[config.mk]
export PLATFORM = sky130hd
export DESIGN_NAME = debug_trace_fifo
export DESIGN_NICKNAME = d
export VERILOG_FILES = /design/src/rtl/debug_trace_fifo_pkg.sv /design/src/rtl/trace_fifo_mem.sv /design/src/rtl/debug_trace_fifo.sv
export SDC_FILE = /design/constraint.sdc
export NUM_CORES = 1
export LEC_CHECK = 0
export ABC_CLOCK_PERIOD_IN_PS = 8000
export CORE_MARGIN = 4
export CORE_UTILIZATION = 61
export DETAILED_ROUTE_END_ITERATION = 6
export PLACE_DENSITY = 0.85
export SLEW_MARGIN = 20
export SYNTH_ARGS = -nofsm -noshare
export SYNTH_HDL_FRONTEND = slang
export SYNTH_SLANG_ARGS = --single-unit
[constraint.sdc]
create_clock -name clk -period 8 [get_ports clk]
set_input_delay 1.6 -clock clk [delete_from_list [all_inputs] [get_ports clk]]
set_output_delay 1.6 -clock clk [all_outputs]
set_load 0.05 [all_outputs]
[src/rtl/debug_trace_fifo_pkg.sv]
// Shared field widths and entry layout for the debug trace FIFO.
package debug_trace_fifo_pkg;

  localparam int unsigned PC_W    = 32;
  localparam int unsigned WEN_W   = 4;
  localparam int unsigned RADDR_W = 5;
  localparam int unsigned DATA_W  = 32;
  localparam int unsigned ENTRY_W = PC_W + WEN_W + RADDR_W + DATA_W;  // 73

  // Packing order, MSB first: {pc, wen, addr, data}.
  typedef struct packed {
    logic [PC_W-1:0]    pc;
    logic [WEN_W-1:0]   wen;
    logic [RADDR_W-1:0] addr;
    logic [DATA_W-1:0]  data;
  } trace_entry_t;

endpackage

[src/rtl/trace_fifo_mem.sv]
// Trace storage: DEPTH x ENTRY_W, one synchronous write port, one asynchronous read port.
module trace_fifo_mem
  import debug_trace_fifo_pkg::*;
#(
  parameter int unsigned DEPTH = 16,
  parameter int unsigned AW    = $clog2(DEPTH)
) (
  input  logic               clk,
  input  logic               we,
  input  logic [AW-1:0]      waddr,
  input  logic [ENTRY_W-1:0] wdata,
  input  logic [AW-1:0]      raddr,
  output logic [ENTRY_W-1:0] rdata
);

  logic [ENTRY_W-1:0] mem_q [DEPTH];

  // Array is deliberately not reset; occupancy lives in the pointers.
  always_ff @(posedge clk) begin
    if (we) begin
      mem_q[waddr] <= wdata;
    end
  end

  assign rdata = mem_q[raddr];

endmodule

[src/rtl/debug_trace_fifo.sv]
// Writeback trace capture FIFO: filters CPU writebacks, queues them, counts drops on overflow.
module debug_trace_fifo
  import debug_trace_fifo_pkg::*;
#(
  parameter int unsigned DEPTH     = 16,
  parameter bit          FILTER_R0 = 1'b1
) (
  input  logic                       clk,
  input  logic                       rst,
  input  logic [PC_W-1:0]            debug_pc_addr,
  input  logic [WEN_W-1:0]           debug_reg_write_en,
  input  logic [RADDR_W-1:0]         debug_reg_write_addr,
  input  logic [DATA_W-1:0]          debug_reg_write_data,
  output logic                       trace_valid,
  input  logic                       trace_ready,
  output logic [PC_W-1:0]            trace_pc,
  output logic [WEN_W-1:0]           trace_wen,
  output logic [RADDR_W-1:0]         trace_addr,
  output logic [DATA_W-1:0]          trace_data,
  output logic [$clog2(DEPTH):0]     trace_count,
  output logic                       overflow,
  output logic [15:0]                drop_count
);

  localparam int unsigned AW = $clog2(DEPTH);
  localparam int unsigned PW = AW + 1;

  logic [PW-1:0] wr_ptr_q, wr_ptr_d;
  logic [PW-1:0] rd_ptr_q, rd_ptr_d;
  logic [PW-1:0] count_q, count_d;
  logic          overflow_q, overflow_d;
  logic [15:0]   drop_count_q, drop_count_d;

  logic          empty, full, capture, pop, push, drop;
  trace_entry_t  wr_entry, rd_entry;
  logic [ENTRY_W-1:0] rd_raw;

  // Same index with differing wrap bit means the writer has lapped the reader.
  assign empty = (wr_ptr_q == rd_ptr_q);
  assign full  = (wr_ptr_q[AW] != rd_ptr_q[AW]) && (wr_ptr_q[AW-1:0] == rd_ptr_q[AW-1:0]);

  assign capture = (debug_reg_write_en != '0) &&
                   (!FILTER_R0 || (debug_reg_write_addr != '0));
  assign pop     = !empty && trace_ready;
  // A pop frees the head slot this edge, so a full FIFO can still accept.
  assign push    = capture && (!full || pop);
  assign drop    = capture && full && !pop;

  assign wr_entry = '{pc:   debug_pc_addr,
                      wen:  debug_reg_write_en,
                      addr: debug_reg_write_addr,
                      data: debug_reg_write_data};

  trace_fifo_mem #(
    .DEPTH (DEPTH),
    .AW    (AW)
  ) u_mem (
    .clk   (clk),
    .we    (push),
    .waddr (wr_ptr_q[AW-1:0]),
    .wdata (wr_entry),
    .raddr (rd_ptr_q[AW-1:0]),
    .rdata (rd_raw)
  );

  assign rd_entry = trace_entry_t'(rd_raw);

  // Next-state for pointers, occupancy and drop accounting.
  always_comb begin
    wr_ptr_d     = wr_ptr_q;
    rd_ptr_d     = rd_ptr_q;
    count_d      = count_q;
    overflow_d   = overflow_q;
    drop_count_d = drop_count_q;

    if (push) wr_ptr_d = wr_ptr_q + PW'(1);
    if (pop)  rd_ptr_d = rd_ptr_q + PW'(1);

    if (push && !pop)      count_d = count_q + PW'(1);
    else if (pop && !push) count_d = count_q - PW'(1);

    if (drop) begin
      overflow_d = 1'b1;
      if (drop_count_q != 16'hFFFF) drop_count_d = drop_count_q + 16'd1;
    end
  end

  // State registers; reset discards all stored entries at once.
  always_ff @(posedge clk or posedge rst) begin
    if (rst) begin
      wr_ptr_q     <= '0;
      rd_ptr_q     <= '0;
      count_q      <= '0;
      overflow_q   <= 1'b0;
      drop_count_q <= '0;
    end else begin
      wr_ptr_q     <= wr_ptr_d;
      rd_ptr_q     <= rd_ptr_d;
      count_q      <= count_d;
      overflow_q   <= overflow_d;
      drop_count_q <= drop_count_d;
    end
  end

  assign trace_valid = !empty;
  assign trace_pc    = rd_entry.pc;
  assign trace_wen   = rd_entry.wen;
  assign trace_addr  = rd_entry.addr;
  assign trace_data  = rd_entry.data;
  assign trace_count = count_q;
  assign overflow    = overflow_q;
  assign drop_count  = drop_count_q;

endmodule

# ---- Yosys cells after proc, flatten, opt, wreduce, memory -nomap -nowiden
# Memories as Yosys holds them, arrays and structs flattened.
# Cells that the tools add are included.
dict set report word_totals {
  ff_bits 32
  memories 1
  ramBits 1168
  word_cells 36
}
dict set report op_classes {
  mux 4
  n_addsub 5
  reduce_logical 17
  eq_ne 4
}
# memory depth width read_ports rd_ports_with_merged_regs wr line_no
set memory_table {}
lappend memory_table {u_mem.mem_q 16 73 1 0 1 trace_fifo_mem.sv:16} ;# logic [ENTRY_W-1:0] mem_q [DEPTH];
# cell n
set op_table {}
lappend op_table {{$add A16 B1 Y16 const B} 1}
lappend op_table {{$ne A16 B16 Y1 const B} 1}
lappend op_table {{$add A5 B1 Y5 const B} 3}
lappend op_table {{$mux W5} 2}
lappend op_table {{$logic_and A1 B1 Y1} 8}
lappend op_table {{$eq A5 B5 Y1} 1}
lappend op_table {{$reduce_bool A5 Y1} 1}
lappend op_table {{$sub A5 B1 Y5 const B} 1}
lappend op_table {{$eq A4 B4 Y1} 1}
lappend op_table {{$logic_not A1 Y1} 4}
lappend op_table {{$reduce_bool A4 Y1} 1}
lappend op_table {{$mux W1} 2}
lappend op_table {{$reduce_and A2 Y1} 1}
lappend op_table {{$reduce_bool A2 Y1} 1}
lappend op_table {{$logic_or A1 B1 Y1} 1}
lappend op_table {{$ne A1 B1 Y1} 1}

# ---- Longest topological paths before layout
# Gate-level depths: netlist (run 1).
dict set report depth {
  ltp_word 9
  mapped_depth 14
}

# ---- Modules after synthesis
# From an unflattened synthesis (run 1), not the netlist that was laid out.
dict set report unflattened {
  cells_unflattened 1950
  hier_area_um2 45377.3
}
# mod n_inst area_each_um2 cells_each
set modules_own_cells {}
lappend modules_own_cells {trace_fifo_mem 1 43665.6 1802}
lappend modules_own_cells {debug_trace_fifo 1 1711.6 148}

# ---- Worst setup path after synthesis (run 1)
# OpenSTA, ideal clock, no wires.
dict set report synth_timing {
  kind {input to register}
  start {input port debug_reg_write_addr[1]}
  end {memory u_mem.mem_q[0][0] (netlist name) (enable)}
  setup_ns 0.594
  setup_slack_ns -0.037
  path_stages 7
  t_arrival_ns 7.443
  cell_sequence {nor3_1 -> a21oi_1 -> a21boi_0 -> buf_2 -> buf_2 -> nand2_1 -> nor3_1}
}
dict set report synth_via {
  elab_chain_cells 5
}
# element line_no
set synth_lines {}
lappend synth_lines {{from (decl)} debug_trace_fifo.sv:12} ;# input logic [RADDR_W-1:0] debug_reg_write_addr,
lappend synth_lines {{$reduce_bool A5 Y1} debug_trace_fifo.sv:43} ;# (!FILTER_R0 || (debug_reg_write_addr != '0));
lappend synth_lines {{$logic_and A1 B1 Y1} debug_trace_fifo.sv:42} ;# assign capture = (debug_reg_write_en != '0) &&
lappend synth_lines {{$logic_and A1 B1 Y1} debug_trace_fifo.sv:46} ;# assign push = capture && (!full || pop);
lappend synth_lines {{via push} debug_trace_fifo.sv:34} ;# logic empty, full, capture, pop, push, drop;
lappend synth_lines {{$mux W1} trace_fifo_mem.sv:20} ;# if (we) begin
lappend synth_lines {{$mux W1 (implied by the code)} trace_fifo_mem.sv:21} ;# mem_q[waddr] <= wdata;
lappend synth_lines {{to (decl)} trace_fifo_mem.sv:16}
# The timed path passes the listed nets, and every way through them passes these cells.

# ---- Final worst setup path (run 1)
dict set report layout_timing {
  start {register rd_ptr_q[0]}
  end {output port trace_addr[4]}
}
dict set report layout_via {
  elab_chain_cells 1
}
# element line_no
set layout_lines {}
lappend layout_lines {{from (decl)} debug_trace_fifo.sv:29} ;# logic [PW-1:0] rd_ptr_q, rd_ptr_d;
lappend layout_lines {{from (signal assigned)} debug_trace_fifo.sv:98} ;# rd_ptr_q <= rd_ptr_d;
lappend layout_lines {{$mem_v2 Z16 W73} -}
lappend layout_lines {{to (decl)} debug_trace_fifo.sv:18} ;# output logic [RADDR_W-1:0] trace_addr,
# Every way passes these cells.

==> impl_metrics.ini, run 1 <==
[outcome]
run_status = finished, final reports clean

[logic_synthesis]
synthDistinctLibCells = 40
avgSynthCellArea_um2 = 22.6
async_reset_ff_share_pct = 2.67
synth-main-ff-cell = edfxtp_1
synth_fp_nets = 2124
synth-edff-count = 1168
synth_top_cell_by_area = edfxtp_1
ys_ff_latch = 1200
synthTopCellsByArea = edfxtp_1 (76%), mux4_2 (14%), dfrtp_1 (1.7%), mux2i_1 (1.6%), a211oi_1 (1.2%)
synth_area_mm2 = 0.0461
yosysSeqAreaShare_pct = 77.9
ys_warn_count = 0
syn_inst = 2037
synth_top_area_share_pct = 76.1

[drt]
routed-via-count = 22318
drcViolationCount = 0
viasPerCell = 6.73
postRouteAntennaNets = 0
drt_first_pass_iters = 5
post_drt_wl_per_cell_um = 31.9
first_iter_violations = 3047
wl_um = 106000

[cts]
cts_hold_buf = 0
cts.clk_slew.worst_paths_ns = 0.06
cts_made_buffers = 110
cts.sinks = 1200
post_cts_buffers = 0
cts_tree = yes
clk_path_buf_depth = 3
clk_latency_ns = 0.69
root_buffer = clkbuf_16
h-tree-depth = 3
ctsResizeCount = 0

[timing]
grt_setup_unrepaired = false
maxSlewViolCount = 0
final_hold_viol_count = 0
tightest_slew_ns = 1.13
max_slew_margin_pct = 24.9
min_period_ns = 5.96
tns_ns = 0
worst_hold_slack_ns = 0.467
fin_crit_sh_pct = 74.5
setup_viol = 0
fin_worst_skew_ns = 0.0312
fmax_mhz = 168

[finish]
utilization_pct = 70.2
syn_to_final_growth_pct = 13.8
final_cell_mix = edfxtp_1 (1168), mux4_2 (292), clkdlybuf4s50_1 (171), clkbuf_16 (112), a21oi_1 (76)
final_common_cell = edfxtp_1
final_nets = 2332
drive_above_1_share_pct = 21.8

[global_routing]
grt_pass1_vias = 23634
grt.busiest_layer = met2
grtUsageTotal_pct = 27.0
grt_util_met1_pct = 36.6
grt_use_met2_pct = 44.6
grt_max_degree = 109
met3_usage_pct = 4.96
antenna_found_initial = 7
grt_remaining_overflow = 0
grt_pass1_wl_um = 156000

[floorplanning]
die_area_mm2 = 0.0800
initial_utilization_pct = 61.7
io_pins = 172
rows = 100
die_y_um = 283
die_w_um = 283
fp.coreArea_mm2 = 0.0747

[pwr]
p_int_w = 0.0137
p_leak_nw = 16.7
power.density_mw_per_mm2 = 404
clockPowerShare_pct = 23.5
p_comb_share_pct = 35.5
seqPwrFrac_pct = 40.9
p_sw_share_pct = 35.2
ir_drop_mv = 0.435
p_sw_w = 0.00745

[setup_path]
crit_arrival_ns = 4.36
worstSetupEndpointType = output pin
required_ns = 6.40
path_class = reg -> out
cp_max_fo = 83
start_kind = flop

[job]
cap_viol_max_count = 0

[place]
dp_hpwl_um = 51500
place.gp.congestion = 0.726
port-buffer-count = 171

[min_path]
min_path_type = reg -> reg
[sequential cells by signal, indices dropped and copies added, names as in the netlist]
| name | cells |
|---|---|
| wr_ptr_q | 5 |
| drop_count | 16 |
| u_mem.mem_q | 1168 |
| overflow | 1 |
| rd_ptr_q | 5 |
| trace_count | 5 |
[stage by stage]
stage	instances	worst slack, ns	power [W]	cell area, um^2
6_report	3314	2.04	0.0212	52400
5_1_grt	3310	1.76	0.0220	52400
4_1_cts	3307	1.87	0.0213	52400
3_5_place_dp	3100	2.48	0.0162	49000
3_3_place_gp	3100	2.52	0.0159	49000
2_1_floorplan	2037	0.116	0.0138	46100
[per-layer routing]
layer | vias up | share of wire [%] | wire (um)
li1 | 9008 | - | -
met5 | - | 0.034 | 36
met1 | 11704 | 36 | 38400
met2 | 1333 | 51 | 54200
met3 | 267 | 8.5 | 9010
met4 | 6 | 3.8 | 4030
[cell families (layout without fill, tap and decap cells)]
family / Yosys count / count (layout) / share of synthesized area, %
compound gates: 157 / 157 / 2.15
buf+inv: 121 / 424 / 1.16
simple gates: 147 / 147 / 1.97
xor+xnor: 33 / 33 / 0.627
fa+ha+maj: 11 / 11 / 0.315
mux: 368 / 368 / 15.9
other cells: 0 / 5 / 0
flops: 1200 / 1200 / 77.9
[synth_stat cells (all sizes together) (2+ instances only)]
library cell  number
a21oi             76
xnor2             11
or3                2
and2               2
dfrtp             32
mux2i             73
nand3              5
nor2b             75
ha                10
clkbuf            61
a21boi             2
nand4              6
edfxtp          1168
nor2               6
xor2              22
buf               54
nand2             16
mux2               3
nor3              12
inv                6
a211oi            73
mux4             292
and3              12
o21ai              3
a21o               2
nor4               6
[power by group through the flow]
stage / Sequential, W / Combinational (W) / Clock, W
2_1_floorplan: 0.00848 / 0.00534 / 0
3_3_place_gp: 0.00865 / 0.00730 / 0
3_5_place_dp: 0.00875 / 0.00743 / 0
4_1_cts: 0.00867 / 0.00759 / 0.00504
5_1_grt: 0.00874 / 0.00791 / 0.00532
6_report: 0.00867 / 0.00752 / 0.00499
[path summary, 6_finish.rpt]
kind,startpoint,endpoint,slack (ns),cells after the start
max in group asynchronous,rst,rd_ptr_q[1]$_DFFE_PP0N_,6.25,3
setup / recovery,rd_ptr_q[0]$_DFFE_PP0N_,trace_addr[4],2.04,6
min in group asynchronous,rst,wr_ptr_q[3]$_DFFE_PP0P_,1.37,3
hold / removal,overflow$_DFFE_PP0P_,overflow$_DFFE_PP0P_,0.47,1
setup reg to reg,rd_ptr_q[2]$_DFFE_PP0N_,u_mem.mem_q[14][16]$_DFFE_PP_,3.61,7
hold reg to reg,overflow$_DFFE_PP0P_,overflow$_DFFE_PP0P_,0.47,1
[cell type report]
class	count	area, um^2
Multi-Input combinational cell	716	9770
Clock buffer	149	2990
Inverter	6	22.5
Antenna cell	5	12.5
Sequential cell	1200	35900
Fill cell	4118	22300
Tap cell	969	1210
Timing Repair Buffer	211	2120
Clock inverter	58	419
[critical path, cell delays in order (launching register included)]
cell	delay (ns)
dfrtp_4	0.99
buf_12	0.60
mux4_2	0.59
nor2b_1	0.16
a211oi_1	0.34
a21oi_1	0.14
clkdlybuf4s50_1	0.77
Power figures use the tool's default switching activity.
==> inputs of run 2 (changes only) <==
--- a/config.mk
+++ b/config.mk
@@ -5,7 +5,7 @@
 export SDC_FILE = /design/constraint.sdc
 export NUM_CORES = 1
 export LEC_CHECK = 0
-export ABC_CLOCK_PERIOD_IN_PS = 8000
+export ABC_CLOCK_PERIOD_IN_PS = 5490
 export CORE_MARGIN = 4
 export CORE_UTILIZATION = 61
 export DETAILED_ROUTE_END_ITERATION = 6
==> constraint.sdc (replaced) <==
create_clock -name clk -period 5.49 [get_ports clk]
set_input_delay 1.098 -clock clk [delete_from_list [all_inputs] [get_ports clk]]
set_output_delay 1.098 -clock clk [all_outputs]
set_load 0.05 [all_outputs]
==> impl_metrics.ini, run 2 (synthesized netlist as in run 1, its figures left out) <==
[place]
place.gp.congestion = 0.761
dp_hpwl_um = 54700
port-buffer-count = 171
place_area_mm2 = 0.0496

[cts]
ctsResizeCount = 0
clk_latency_ns = 0.69
cts.clk_slew.worst_paths_ns = 0.06
cts.sinks = 1200
h-tree-depth = 3
cts_made_buffers = 111
cts_hold_buf = 0
root_buffer = clkbuf_16
post_cts_buffers = 0
clk_path_buf_depth = 3
cts_tree = yes

[setup_path]
cp_max_fo = 23
path_class = reg -> out
start_kind = flop
required_ns = 4.39
worstSetupEndpointType = output pin
crit_arrival_ns = 4.22

[timing]
tightest_slew_ns = 0.992
fin_crit_sh_pct = 96.8
tns_ns = 0
final_hold_viol_count = 0
maxSlewViolCount = 0
grt_setup_unrepaired = false
setup_viol = 0
min_period_ns = 5.32
fmax_mhz = 188
max_slew_margin_pct = 33.8
fin_worst_skew_ns = 0.0367

[floorplanning]
rows = 100
initial_utilization_pct = 61.7
fp.coreArea_mm2 = 0.0747
die_area_mm2 = 0.0800
die_y_um = 283
io_pins = 172
die_w_um = 283

[finish]
final_cell_mix = edfxtp_1 (1168), mux4_2 (292), clkdlybuf4s50_1 (171), clkbuf_16 (111), a21oi_1 (76)
stdcell_area_mm2 = 0.0532
final_common_cell = edfxtp_1
syn_to_final_growth_pct = 15.5
regMostFlops = u_mem.mem_q
final_nets = 2363
largest_register_ffs = 1168
drive_above_1_share_pct = 23.9

[global_routing]
antenna_found_initial = 7
grtUsageTotal_pct = 27.8
grt_max_degree = 71
grt_pass1_vias = 23989
grt_pass1_wl_um = 161000
grt_remaining_overflow = 0

[job]
cap_viol_max_count = 0

[drt]
viasPerCell = 6.86
routed-via-count = 22949
first_iter_violations = 2883
postRouteAntennaNets = 0
drt_first_pass_iters = 5
drcViolationCount = 0
wl_um = 109000
post_drt_wl_per_cell_um = 32.5

[pwr]
ir_drop_mv = 0.662
p_leak_nw = 17.0
power.density_mw_per_mm2 = 596

[min_path]
min_path_type = reg -> reg

[outcome]
run_status = finished, final reports clean
-- run 2: changes by cell type in the layout (fill, tap and decap cells not counted), moves of 3 or more --
cell / change
buf_12: +30
clkbuf_1: -17
clkinv_2: +12
clkinv_1: -9
bufinv_16: +7
clkinv_4: +5
clkinvlp_4: +5
buf_4: +3
-- run 2: worst paths after layout --
check                                   startpoint                         end  slack (ns)  depth (start not counted)
max                        rd_ptr_q[0]$_DFFE_PP0N_              trace_data[23]        0.17                          7
min                           overflow$_DFFE_PP0P_        overflow$_DFFE_PP0P_        0.47                          1
max reg2reg                rd_ptr_q[0]$_DFFE_PP0N_  trace_count[4]$_DFFE_PP0P_        1.63                         13
min reg2reg                   overflow$_DFFE_PP0P_        overflow$_DFFE_PP0P_        0.47                          1
max in group asynchronous                      rst     rd_ptr_q[3]$_DFFE_PP0N_        4.22                          3
min in group asynchronous                      rst     wr_ptr_q[2]$_DFFE_PP0P_        0.86                          3
-- run 2: power breakdown --
group          leakage (nW)  internal, W  switching, W
Sequential             11.0       0.0118      0.000839
Clock                  1.78      0.00426       0.00344
Combinational          4.26      0.00452       0.00694
Total                  17.0       0.0205        0.0112
-- run 2: through the flow --
step / hold slack [ns] / util, % / total power [W] / setup slack (ns) / std cells
after detailed placement: 0.458 / 66.4 / 0.0240 / 0.685 / 3132
final: 0.470 / 71.3 / 0.0318 / 0.174 / 3343
after floorplan: 0.462 / - / 0.0201 / 0.202 / 2037
after CTS: 0.475 / 71.3 / 0.0319 / 0.153 / 3340
after global placement: 0.449 / 66.4 / 0.0235 / 0.755 / 3132
after global routing: 0.504 / 71.3 / 0.0329 / 0.108 / 3342
-- run 2: critical path, cell delays in order (launching register included) --
cell	delay, ns
dfrtp_4	0.82
buf_12	0.28
buf_4	0.29
mux4_2	0.53
nor2b_1	0.15
a211oi_1	0.50
a21oi_1	0.13
clkdlybuf4s50_1	0.79
-- run 2: layout make-up --
class / count / area [um^2]
antenna: 3 / 7.51
clock buffer: 129 / 2880
clock inverter: 79 / 766
fill: 3955 / 21500
inverter: 6 / 22.5
multi-input combinational: 716 / 9780
sequential: 1200 / 35900
tap: 969 / 1210
timing repair buffer: 241 / 2690
-- run 2: routing by layer --
metal	GRT usage [%]	part of all wire, %
met5	0	0.065
met4	11.1	3.7
met3	5.65	9.6
met2	45.6	51
met1	37.5	36
